`src/rtl/cpu_pkg.sv`:
```
// Shared CPU definitions: datapath defaults and load-kind encodings used by the
// writeback stage load extractor.
package cpu_pkg;

   localparam int CPU_DATA_W = 32;
   localparam int CPU_REG_W  = 5;

   typedef enum logic [2:0] {
      LT_LW  = 3'd0,
      LT_LH  = 3'd1,
      LT_LHU = 3'd2,
      LT_LB  = 3'd3,
      LT_LBU = 3'd4
   } load_type_e;

endpackage

```
`src/rtl/wb_fifo.sv`:
```
// Synchronous FIFO queueing muldiv results until the register-file write port is free.
// Push is ignored when full, pop is ignored when empty.
module wb_fifo #(
   parameter int DEPTH = 2,
   parameter int WIDTH = 37
) (
   input  logic                     clk,
   input  logic                     reset,
   input  logic                     push,
   input  logic                     pop,
   input  logic [WIDTH-1:0]         din,
   output logic [WIDTH-1:0]         dout,
   output logic                     full,
   output logic                     empty,
   output logic [$clog2(DEPTH):0]   count
);

   localparam int PTR_W = $clog2(DEPTH);

   logic [WIDTH-1:0] mem [DEPTH];
   logic [PTR_W-1:0] wr_ptr;
   logic [PTR_W-1:0] rd_ptr;
   logic             do_push;
   logic             do_pop;

   assign full    = (count == (PTR_W+1)'(DEPTH));
   assign empty   = (count == '0);
   assign do_push = push && !full;
   assign do_pop  = pop && !empty;
   assign dout    = mem[rd_ptr];

   // NOTE: sequential state uses non-blocking assignments so every register samples pre-edge values.
   always_ff @(posedge clk) begin
      if (!reset) begin
         wr_ptr <= '0;
         rd_ptr <= '0;
         count  <= '0;
      end else begin
         if (do_push) wr_ptr <= wr_ptr + 1'b1;
         if (do_pop)  rd_ptr <= rd_ptr + 1'b1;
         case ({do_push, do_pop})
            2'b10:   count <= count + 1'b1;
            2'b01:   count <= count - 1'b1;
            default: count <= count;
         endcase
      end
   end

   // NOTE: storage is not reset; an entry is only read after being written, so only pointers need reset.
   always_ff @(posedge clk) begin
      if (do_push) mem[wr_ptr] <= din;
   end

endmodule

```
`src/rtl/writeback_stage.sv`:
```
// Writeback stage: sole driver of the register-file write port, arbitrating MEM results
// (priority) over queued muldiv results. Optional early forwarding under WB_BYPASS_EN.
module writeback_stage
   import cpu_pkg::*;
#(
   parameter int DATA_W     = CPU_DATA_W,
   parameter int REG_W      = CPU_REG_W,
   parameter int FIFO_DEPTH = 2
) (
   input  logic                            clk,
   input  logic                            reset,
   input  logic                            Mem_valid,
   input  logic                            Mem_RegWrite,
   input  logic                            Mem_MemtoReg,
   input  logic [2:0]                      Mem_LoadType,
   input  logic [1:0]                      Mem_Addr_lo,
   input  logic [REG_W-1:0]                Mem_rd,
   input  logic [DATA_W-1:0]               Mem_Result,
   input  logic [DATA_W-1:0]               Mem_ReadData,
   input  logic                            Md_valid,
   output logic                            Md_ready,
   input  logic [REG_W-1:0]                Md_rd,
   input  logic [DATA_W-1:0]               Md_data,
   output logic [$clog2(FIFO_DEPTH):0]     Md_pending,
`ifdef WB_BYPASS_EN
   output logic                            Fwd_valid,
   output logic [REG_W-1:0]                Fwd_register,
   output logic [DATA_W-1:0]               Fwd_data,
`endif
   output logic                            Write,
   output logic [REG_W-1:0]                Write_register,
   output logic [DATA_W-1:0]               Write_data
);

   localparam int ENTRY_W = REG_W + DATA_W;

   logic               cand_valid;
   logic [DATA_W-1:0]  cand_data;
   logic [DATA_W-1:0]  load_data;
   logic [7:0]         byte_sel;
   logic [15:0]        half_sel;
   logic               fifo_full;
   logic               fifo_empty;
   logic               md_push;
   logic               md_pop;
   logic [ENTRY_W-1:0] head;

   assign cand_valid = Mem_valid && Mem_RegWrite && (Mem_rd != '0);

   // NOTE: every always_comb output gets a default first so no path can infer a latch.
   always_comb begin
      byte_sel  = Mem_ReadData[7:0];
      half_sel  = Mem_Addr_lo[1] ? Mem_ReadData[31:16] : Mem_ReadData[15:0];
      load_data = Mem_ReadData;
      case (Mem_Addr_lo)
         2'd1:    byte_sel = Mem_ReadData[15:8];
         2'd2:    byte_sel = Mem_ReadData[23:16];
         2'd3:    byte_sel = Mem_ReadData[31:24];
         default: byte_sel = Mem_ReadData[7:0];
      endcase
      case (Mem_LoadType)
         LT_LH:   load_data = {{(DATA_W-16){half_sel[15]}}, half_sel};
         LT_LHU:  load_data = {{(DATA_W-16){1'b0}}, half_sel};
         LT_LB:   load_data = {{(DATA_W-8){byte_sel[7]}}, byte_sel};
         LT_LBU:  load_data = {{(DATA_W-8){1'b0}}, byte_sel};
         default: load_data = Mem_ReadData;
      endcase
   end

   assign cand_data = Mem_MemtoReg ? load_data : Mem_Result;

   // Readiness depends on occupancy only; a same-cycle pop never frees a slot early.
   assign Md_ready = reset && !fifo_full;
   assign md_push  = Md_valid && Md_ready && (Md_rd != '0);
   assign md_pop   = !cand_valid && !fifo_empty;

   wb_fifo #(
      .DEPTH (FIFO_DEPTH),
      .WIDTH (ENTRY_W)
   ) u_fifo (
      .clk   (clk),
      .reset (reset),
      .push  (md_push),
      .pop   (md_pop),
      .din   ({Md_rd, Md_data}),
      .dout  (head),
      .full  (fifo_full),
      .empty (fifo_empty),
      .count (Md_pending)
   );

   always_ff @(posedge clk) begin
      if (!reset) begin
         Write          <= 1'b0;
         Write_register <= '0;
         Write_data     <= '0;
      end else if (cand_valid) begin
         Write          <= 1'b1;
         Write_register <= Mem_rd;
         Write_data     <= cand_data;
      end else if (!fifo_empty) begin
         Write          <= 1'b1;
         Write_register <= head[ENTRY_W-1:DATA_W];
         Write_data     <= head[DATA_W-1:0];
      end else begin
         Write          <= 1'b0;
      end
   end

`ifdef WB_BYPASS_EN
   assign Fwd_valid    = reset && (cand_valid || !fifo_empty);
   assign Fwd_register = cand_valid ? Mem_rd : head[ENTRY_W-1:DATA_W];
   assign Fwd_data     = cand_valid ? cand_data : head[DATA_W-1:0];
`endif

endmodule

```
`config.mk`:
```
export PLATFORM = sky130hd
export DESIGN_NAME = writeback_stage
export DESIGN_NICKNAME = d
export VERILOG_FILES = /design/src/rtl/cpu_pkg.sv /design/src/rtl/wb_fifo.sv /design/src/rtl/writeback_stage.sv
export SDC_FILE = /design/constraint.sdc
export NUM_CORES = 1
export LEC_CHECK = 0
export BUFFER_PORTS_ARGS = -buffer_cell sky130_fd_sc_hd__buf_2
export CAP_MARGIN = 10
export CORE_MARGIN = 4
export CORE_UTILIZATION = 30
export CTS_BUF_LIST = sky130_fd_sc_hd__clkbuf_16
export CTS_CLUSTER_DIAMETER = 40
export DETAILED_ROUTE_END_ITERATION = 8
export GPL_TIMING_DRIVEN = 0
export PLACE_DENSITY = 0.47
export SYNTH_ARGS = -nofsm -noshare
export SYNTH_HDL_FRONTEND = slang
export SYNTH_HIERARCHICAL = 1
export SYNTH_SLANG_ARGS = --single-unit
```
`constraint.sdc`:
```
create_clock -name clk -period 6.5 [get_ports clk]
set_input_delay 0.65 -clock clk [delete_from_list [all_inputs] [get_ports clk]]
set_output_delay 0.65 -clock clk [all_outputs]
set_load 0.01 [all_outputs]
```
Word-level counts from Yosys, hierarchy flattened
Memory sizes are Yosys's and may differ from the RTL's. A register that Yosys moved wholly into a read port is not among the register bits.
Index checks and enable logic that the tools add are counted.
{"block": "totals", "reg_bits": 42, "mem_count": 1, "ramBits": 74}
{"memory": "u_fifo.mem", "depth": 2, "width": 37, "rd": 1, "rd_clocked_by_memory_dff": 1, "wr": 1, "line_no": "wb_fifo.sv:20", "text": "logic [WIDTH-1:0] mem [DEPTH];"}
{"block": "op_classes", "n_mux": 15, "addsub": 4, "reduce_logical": 15, "eq_ne": 11}
{"op": "one-hot mux 32 bit (4 select lines)", "n": 1}
{"op": "two-way mux 32 bit", "n": 3}
{"op": "one-hot mux 8 bit (3 select lines)", "n": 1}
{"op": "two-way mux 16 bit", "n": 1}
{"op": "two-way mux 5 bit", "n": 2}
{"op": "nonzero test 5 bit", "n": 2}
{"op": "== test 2 bit (second input constant)", "n": 4}
{"op": "logical AND 1 bit", "n": 8}
{"op": "== test 3 x 2 -> 1 bit (second input constant)", "n": 2}
{"op": "two-way mux 1 bit", "n": 6}
{"op": "== test 2 x 1 -> 1 bit (second input constant)", "n": 2}
{"op": "one-hot mux 2 bit (2 select lines)", "n": 1}
{"op": "== test 3 x 1 -> 1 bit (second input constant)", "n": 1}
{"op": "== test 3 bit (second input constant)", "n": 1}
{"op": "logical NOT 1 bit", "n": 3}
{"op": "adder 1 bit (second input constant)", "n": 2}
{"op": "adder 2 x 1 -> 2 bit (second input constant)", "n": 1}
{"op": "logical NOT 2 bit", "n": 1}
{"op": "inequality test 2 bit (second input constant)", "n": 1}
{"op": "nonzero test 2 bit", "n": 1}
{"op": "subtractor 2 x 1 -> 2 bit (second input constant)", "n": 1}

Longest topological paths before layout
{"block": "logic_depth", "ltp_word": 8, "mapped_depth": 10, "mapped_depth_nobuf": 10}

By module
The synthesis kept the hierarchy.
{"module": "writeback_stage", "cells_each": 397, "instances": 1, "area_each_um2": 3050.4}
{"module": "wb_fifo", "cells_each": 141, "instances": 1, "area_each_um2": 2895.3}

Worst setup path before layout
No wires, ideal clock.
{"block": "synth_path", "path_type": "input-to-reg", "from": "input reset", "to": "memory u_fifo.mem[0][0], enable pin", "t_required_ns": 6.108, "n_path_buf": 1, "setup_slack_ns": 3.583, "arrival_time_ns": 2.526, "stages": 7, "path_cell_list": "clkbuf_1 > nor2b_1 > nand2_1 > a21oi_1 > inv_1 > or3_1 > inv_1"}
{"block": "synth_between", "elab_chain_len": 6}
{"item": "start: declaration", "line_no": "writeback_stage.sv:11", "text": "input logic reset,"}
{"item": "logical AND 1 bit", "line_no": "writeback_stage.sv:73", "text": "assign Md_ready = reset && !fifo_full;"}
{"item": "named net Md_ready", "line_no": "writeback_stage.sv:21", "text": "output logic Md_ready,"}
{"item": "logical AND 1 bit (2 in a row)", "line_no": "writeback_stage.sv:74", "text": "assign md_push = Md_valid && Md_ready && (Md_rd != '0);"}
{"item": "named net md_push", "line_no": "writeback_stage.sv:44", "text": "logic md_push;"}
{"item": "logical AND 1 bit", "line_no": "wb_fifo.sv:28", "text": "assign do_push = push && !full;"}
{"item": "two-way mux 1 bit", "line_no": "wb_fifo.sv:51", "text": "if (do_push) mem[wr_ptr] <= din;"}
{"item": "two-way mux 1 bit (implied by the code)", "line_no": "wb_fifo.sv:51"}
{"item": "end: declaration", "line_no": "wb_fifo.sv:20"}
The timed path passes the listed nets, and every way through them passes these cells.

Final worst setup path
{"block": "layout_path", "from": "register u_fifo.count[0]", "to": "register u_fifo.count[1]"}
{"block": "layout_between", "elab_cells_between_ends": 16}
{"item": "start: declaration", "line_no": "wb_fifo.sv:15", "text": "output logic [$clog2(DEPTH):0] count"}
{"item": "start signal: assignment", "line_no": "wb_fifo.sv:42", "text": "2'b10: count <= count + 1'b1;"}
{"item": "start signal: assignment", "line_no": "wb_fifo.sv:43", "text": "2'b01: count <= count - 1'b1;"}
{"item": "start signal: assignment", "line_no": "wb_fifo.sv:44", "text": "default: count <= count;"}
{"item": "logical NOT 2 bit *", "line_no": "wb_fifo.sv:27", "text": "assign empty = (count == '0);"}
{"item": "named net fifo_empty", "line_no": "writeback_stage.sv:43", "text": "logic fifo_empty;"}
{"item": "logical NOT 1 bit *", "line_no": "writeback_stage.sv:75", "text": "assign md_pop = !cand_valid && !fifo_empty;"}
{"item": "logical AND 1 bit *", "line_no": "writeback_stage.sv:75"}
{"item": "named net md_pop", "line_no": "writeback_stage.sv:45", "text": "logic md_pop;"}
{"item": "logical AND 1 bit *", "line_no": "wb_fifo.sv:29", "text": "assign do_pop = pop && !empty;"}
{"item": "named net u_fifo.do_pop", "line_no": "wb_fifo.sv:24", "text": "logic do_pop;"}
{"item": "== test 2 x 1 -> 1 bit or == test 2 bit (tied branches)", "line_no": "wb_fifo.sv:41", "text": "case ({do_push, do_pop})"}
{"item": "one-hot mux 2 bit (2 select lines) or nonzero test 2 bit (tied branches)"}
The timed path passes the listed nets; every way through them passes the cells marked *.
A chain may end at the register's enable or synchronous reset.

==> impl_metrics.ini <==
[outcome]
status = complete, no violations

[die]
dieHeight_um = 149
ios = 158
fp.dieW_um = 149
start_util = 0.305
coreArea_um2 = 19500
rows = 51
die-area_um2 = 22100

[timing]
slew_violations = 0
setup_viol = 0
min_period_ns = 3.22
whs_ns = 0.419
max_freq_mhz = 310
min_period_over_period = 0.496
finalHoldViolCount = 0
worst_pin_slew_ns = 0.756
finalSetupTns_ns = 0
rsz0062_at_grt = false
relSlewSlack = 0.496
fin_skew_ns = 0.00890

[clocking]
h-tree-depth = 4
cts_sinks = 117
path_clk_slew_ns = 0.06
post_cts_buffers = 0
hold_buffers = 0
clkLatencyLatePin_ns = 0.41
cts_resized = 0
cts-root-buf = clkbuf_16
cts.path.max_buffers = 2
cts_tree = built
cts_inserted_buffers = 17

[logic_synthesis]
ys_types = 51
synth_edf_count = 74
syn_avg_cell_area_um2 = 11.1
yosys.area.top_type = edfxtp_1
synth_warnings = 6
synthCells = 538
synth-seq-area-share = 0.519
synth_compound_area_frac = 0.192
ys_top_cells_by_area = edfxtp_1 (37%), dfxtp_1 (14%), mux2_2 (10%), mux2i_1 (4.7%), nand2_1 (3.9%)
synth_xor_area_frac = 0.0101
synth_fp_nets = 656
ys_async_sr_fraction = 0
yosys.area_share.simple = 0.0833
yosysTopAreaCellShare = 0.374
synth.cell_area_um2 = 5950
synth-adder-area-share = 0.00210
synth_ff_type = edfxtp_1
synthMuxAreaShare = 0.153
ys_ff_latch = 117
synth_top_family_by_area = compound AO/OA/AOI/OAI gates

[finish]
fin_cells = 993
drive_above_1_share = 0.371
fin_util = 0.395
area_growth_pct = 29.2
fin_nets = 831

[power_and_ir_drop]
total_power_uw = 2290
vdd_drop_max_v = 0.000173
leakage_uw = 0.00320
p_per_area_nw_per_um2 = 298

[global_routing]
grt.total_usage = 0.193
grt_pass1_wl_mm = 31.6
grt_overflow_total = 0
grt_pass1_vias = 5312
grt_max_degree = 21
antenna_found_initial = 5

[route]
drtIter0Drc = 418
firstDrtPassIters = 6
drt-total-wl_mm = 21.5
drc = 0
antenna_left = 0
vias_per_cell = 5.28
vias = 5244
drt-wirelength-per-cell_um = 21.6

[setup_path]
cp_max_fo = 10
path_common_cell = clkbuf_1
crit_required_ns = 6.84
worst-setup-path-type = reg2reg
start_kind = flop
arrival_ns = 3.56
cp_cell_sequence = nor2_1 -> clkbuf_1 -> buf_2 -> clkbuf_1 -> nor2b_1 -> o21a_1 -> ha_1 -> or3_1 -> a21boi_1
critPathBufInv = 3
crit_slowest_cell = clkbuf_1
critical_path.top_delay_family = buffers and inverters
cpPeakStageDelay_ns = 0.55
end_kind = flop

[placed_design]
dp_cells = 959
gp_routability_congestion = 0.877
port_buffers = 154
hpwl_mm = 16.2

[flow_run]
drv_cap = 0

[worst_hold_path]
hp-class = in2reg
## logic make-up after synthesis
logic type      Yosys count
compound gates          167
flops                   117
simple gates            109
mux                      83
buf+inv                  55
xor+xnor                  6
fa+ha+maj                 1
## synthesized netlist by cell type, types with 2 or more instances
library cell / number
buf_2: 17
nand2_1: 61
o2bb2ai_1: 4
nand2b_1: 2
nor3_1: 4
a32oi_1: 6
edfxtp_1: 74
nor2b_1: 13
o211a_1: 3
o211ai_1: 6
a21oi_1: 21
nor2_1: 15
buf_1: 2
o311ai_0: 23
buf_4: 4
a41oi_1: 5
clkbuf_1: 20
or3_1: 2
a21boi_0: 2
and3_1: 3
a21boi_1: 2
a32o_1: 4
o21ai_0: 24
or2_2: 4
mux2i_1: 28
inv_1: 11
a31oi_1: 18
o22ai_1: 2
a22oi_1: 7
xnor2_1: 5
o221ai_1: 2
o21ai_1: 26
o21a_1: 5
mux2_2: 54
dfxtp_1: 43
## power by group
part / total, µW / switching, µW / internal (µW)
registers: 883 / 29.5 / 854
logic: 487 / 284 / 203
clock network: 915 / 326 / 590
## layer usage
| metal | vias up | part of all wire | global-route usage |
|---|---|---|---|
| li1 | 2420 | - | - |
| met4 | 6 | 0.018 | 0.0632 |
| met1 | 2537 | 0.44 | 0.260 |
| met2 | 245 | 0.47 | 0.306 |
| met5 | - | 0.0018 | 0 |
| met3 | 36 | 0.069 | 0.0453 |
## worst register-to-register path, stage by stage, from the launching register on
cell	delay (ns)
dfxtp_1	0.37
nor2_1	0.11
clkbuf_1	0.54
buf_2	0.46
clkbuf_1	0.55
nor2b_1	0.13
o21a_1	0.17
ha_1	0.32
or3_1	0.36
a21boi_1	0.16
## layout by cell type (no fill, tap or decap), types with 3 or more instances in the layout
master,count
o211ai_1,6
nor3_1,4
mux2_2,54
a21oi_1,21
o21ai_1,26
clkinv_1,4
mux2i_1,28
nand2_1,61
buf_2,171
bufinv_16,3
clkinvlp_4,3
buf_4,4
o211a_1,3
or2_2,4
xnor2_1,5
a41oi_1,5
nor2_1,15
a31oi_1,18
dfxtp_1,43
nor2b_1,13
clkbuf_1,20
a32o_1,4
edfxtp_1,74
o2bb2ai_1,4
o311ai_0,23
o21a_1,5
o21ai_0,24
a22oi_1,7
a32oi_1,6
inv_1,13
clkbuf_16,17
## flip-flops by register name (all words and copies together) (netlist names), named ones only
| register | count |
|---|---|
| u_fifo/rd_ptr | 1 |
| u_fifo/mem | 74 |
| Write_data | 32 |
| u_fifo/count | 2 |
| u_fifo/wr_ptr | 1 |
| Write_register | 5 |
| Write | 1 |
## worst paths after layout
kind / slack [ns] / cells past startpoint / from / end
setup / recovery: 3.28 / 9 / u_fifo/count[0] / u_fifo/count[1]
hold / removal: 0.42 / 1 / Md_data[31] / u_fifo/mem[1][31]
setup reg to reg: 3.28 / 9 / u_fifo/count[0] / u_fifo/count[1]
hold reg to reg: 0.50 / 2 / u_fifo/wr_ptr / u_fifo/wr_ptr
## stage by stage
| stage | cell area, µm² | worst slack, ns |
|---|---|---|
| global route | 7680 | 3.12 |
| CTS | 7680 | 3.28 |
| floorplan | 5950 | 3.58 |
| detailed placement | 7100 | 2.96 |
| global placement | 7050 | 2.68 |
| finish | 7680 | 3.28 |
## layout make-up
cell class                      instances  area, µm²
Inverter                               12       45.0
Timing Repair Buffer                  156        826
Clock buffer                           17        425
Sequential cell                       117       3080
Antenna cell                            2       5.00
Buffer                                 43        198
Multi-Input combinational cell        366       2620
Fill cell                            1975      11800
Clock inverter                         15        149
Tap cell                              265        332
Note: power is estimated with default switching activity, not from simulation.
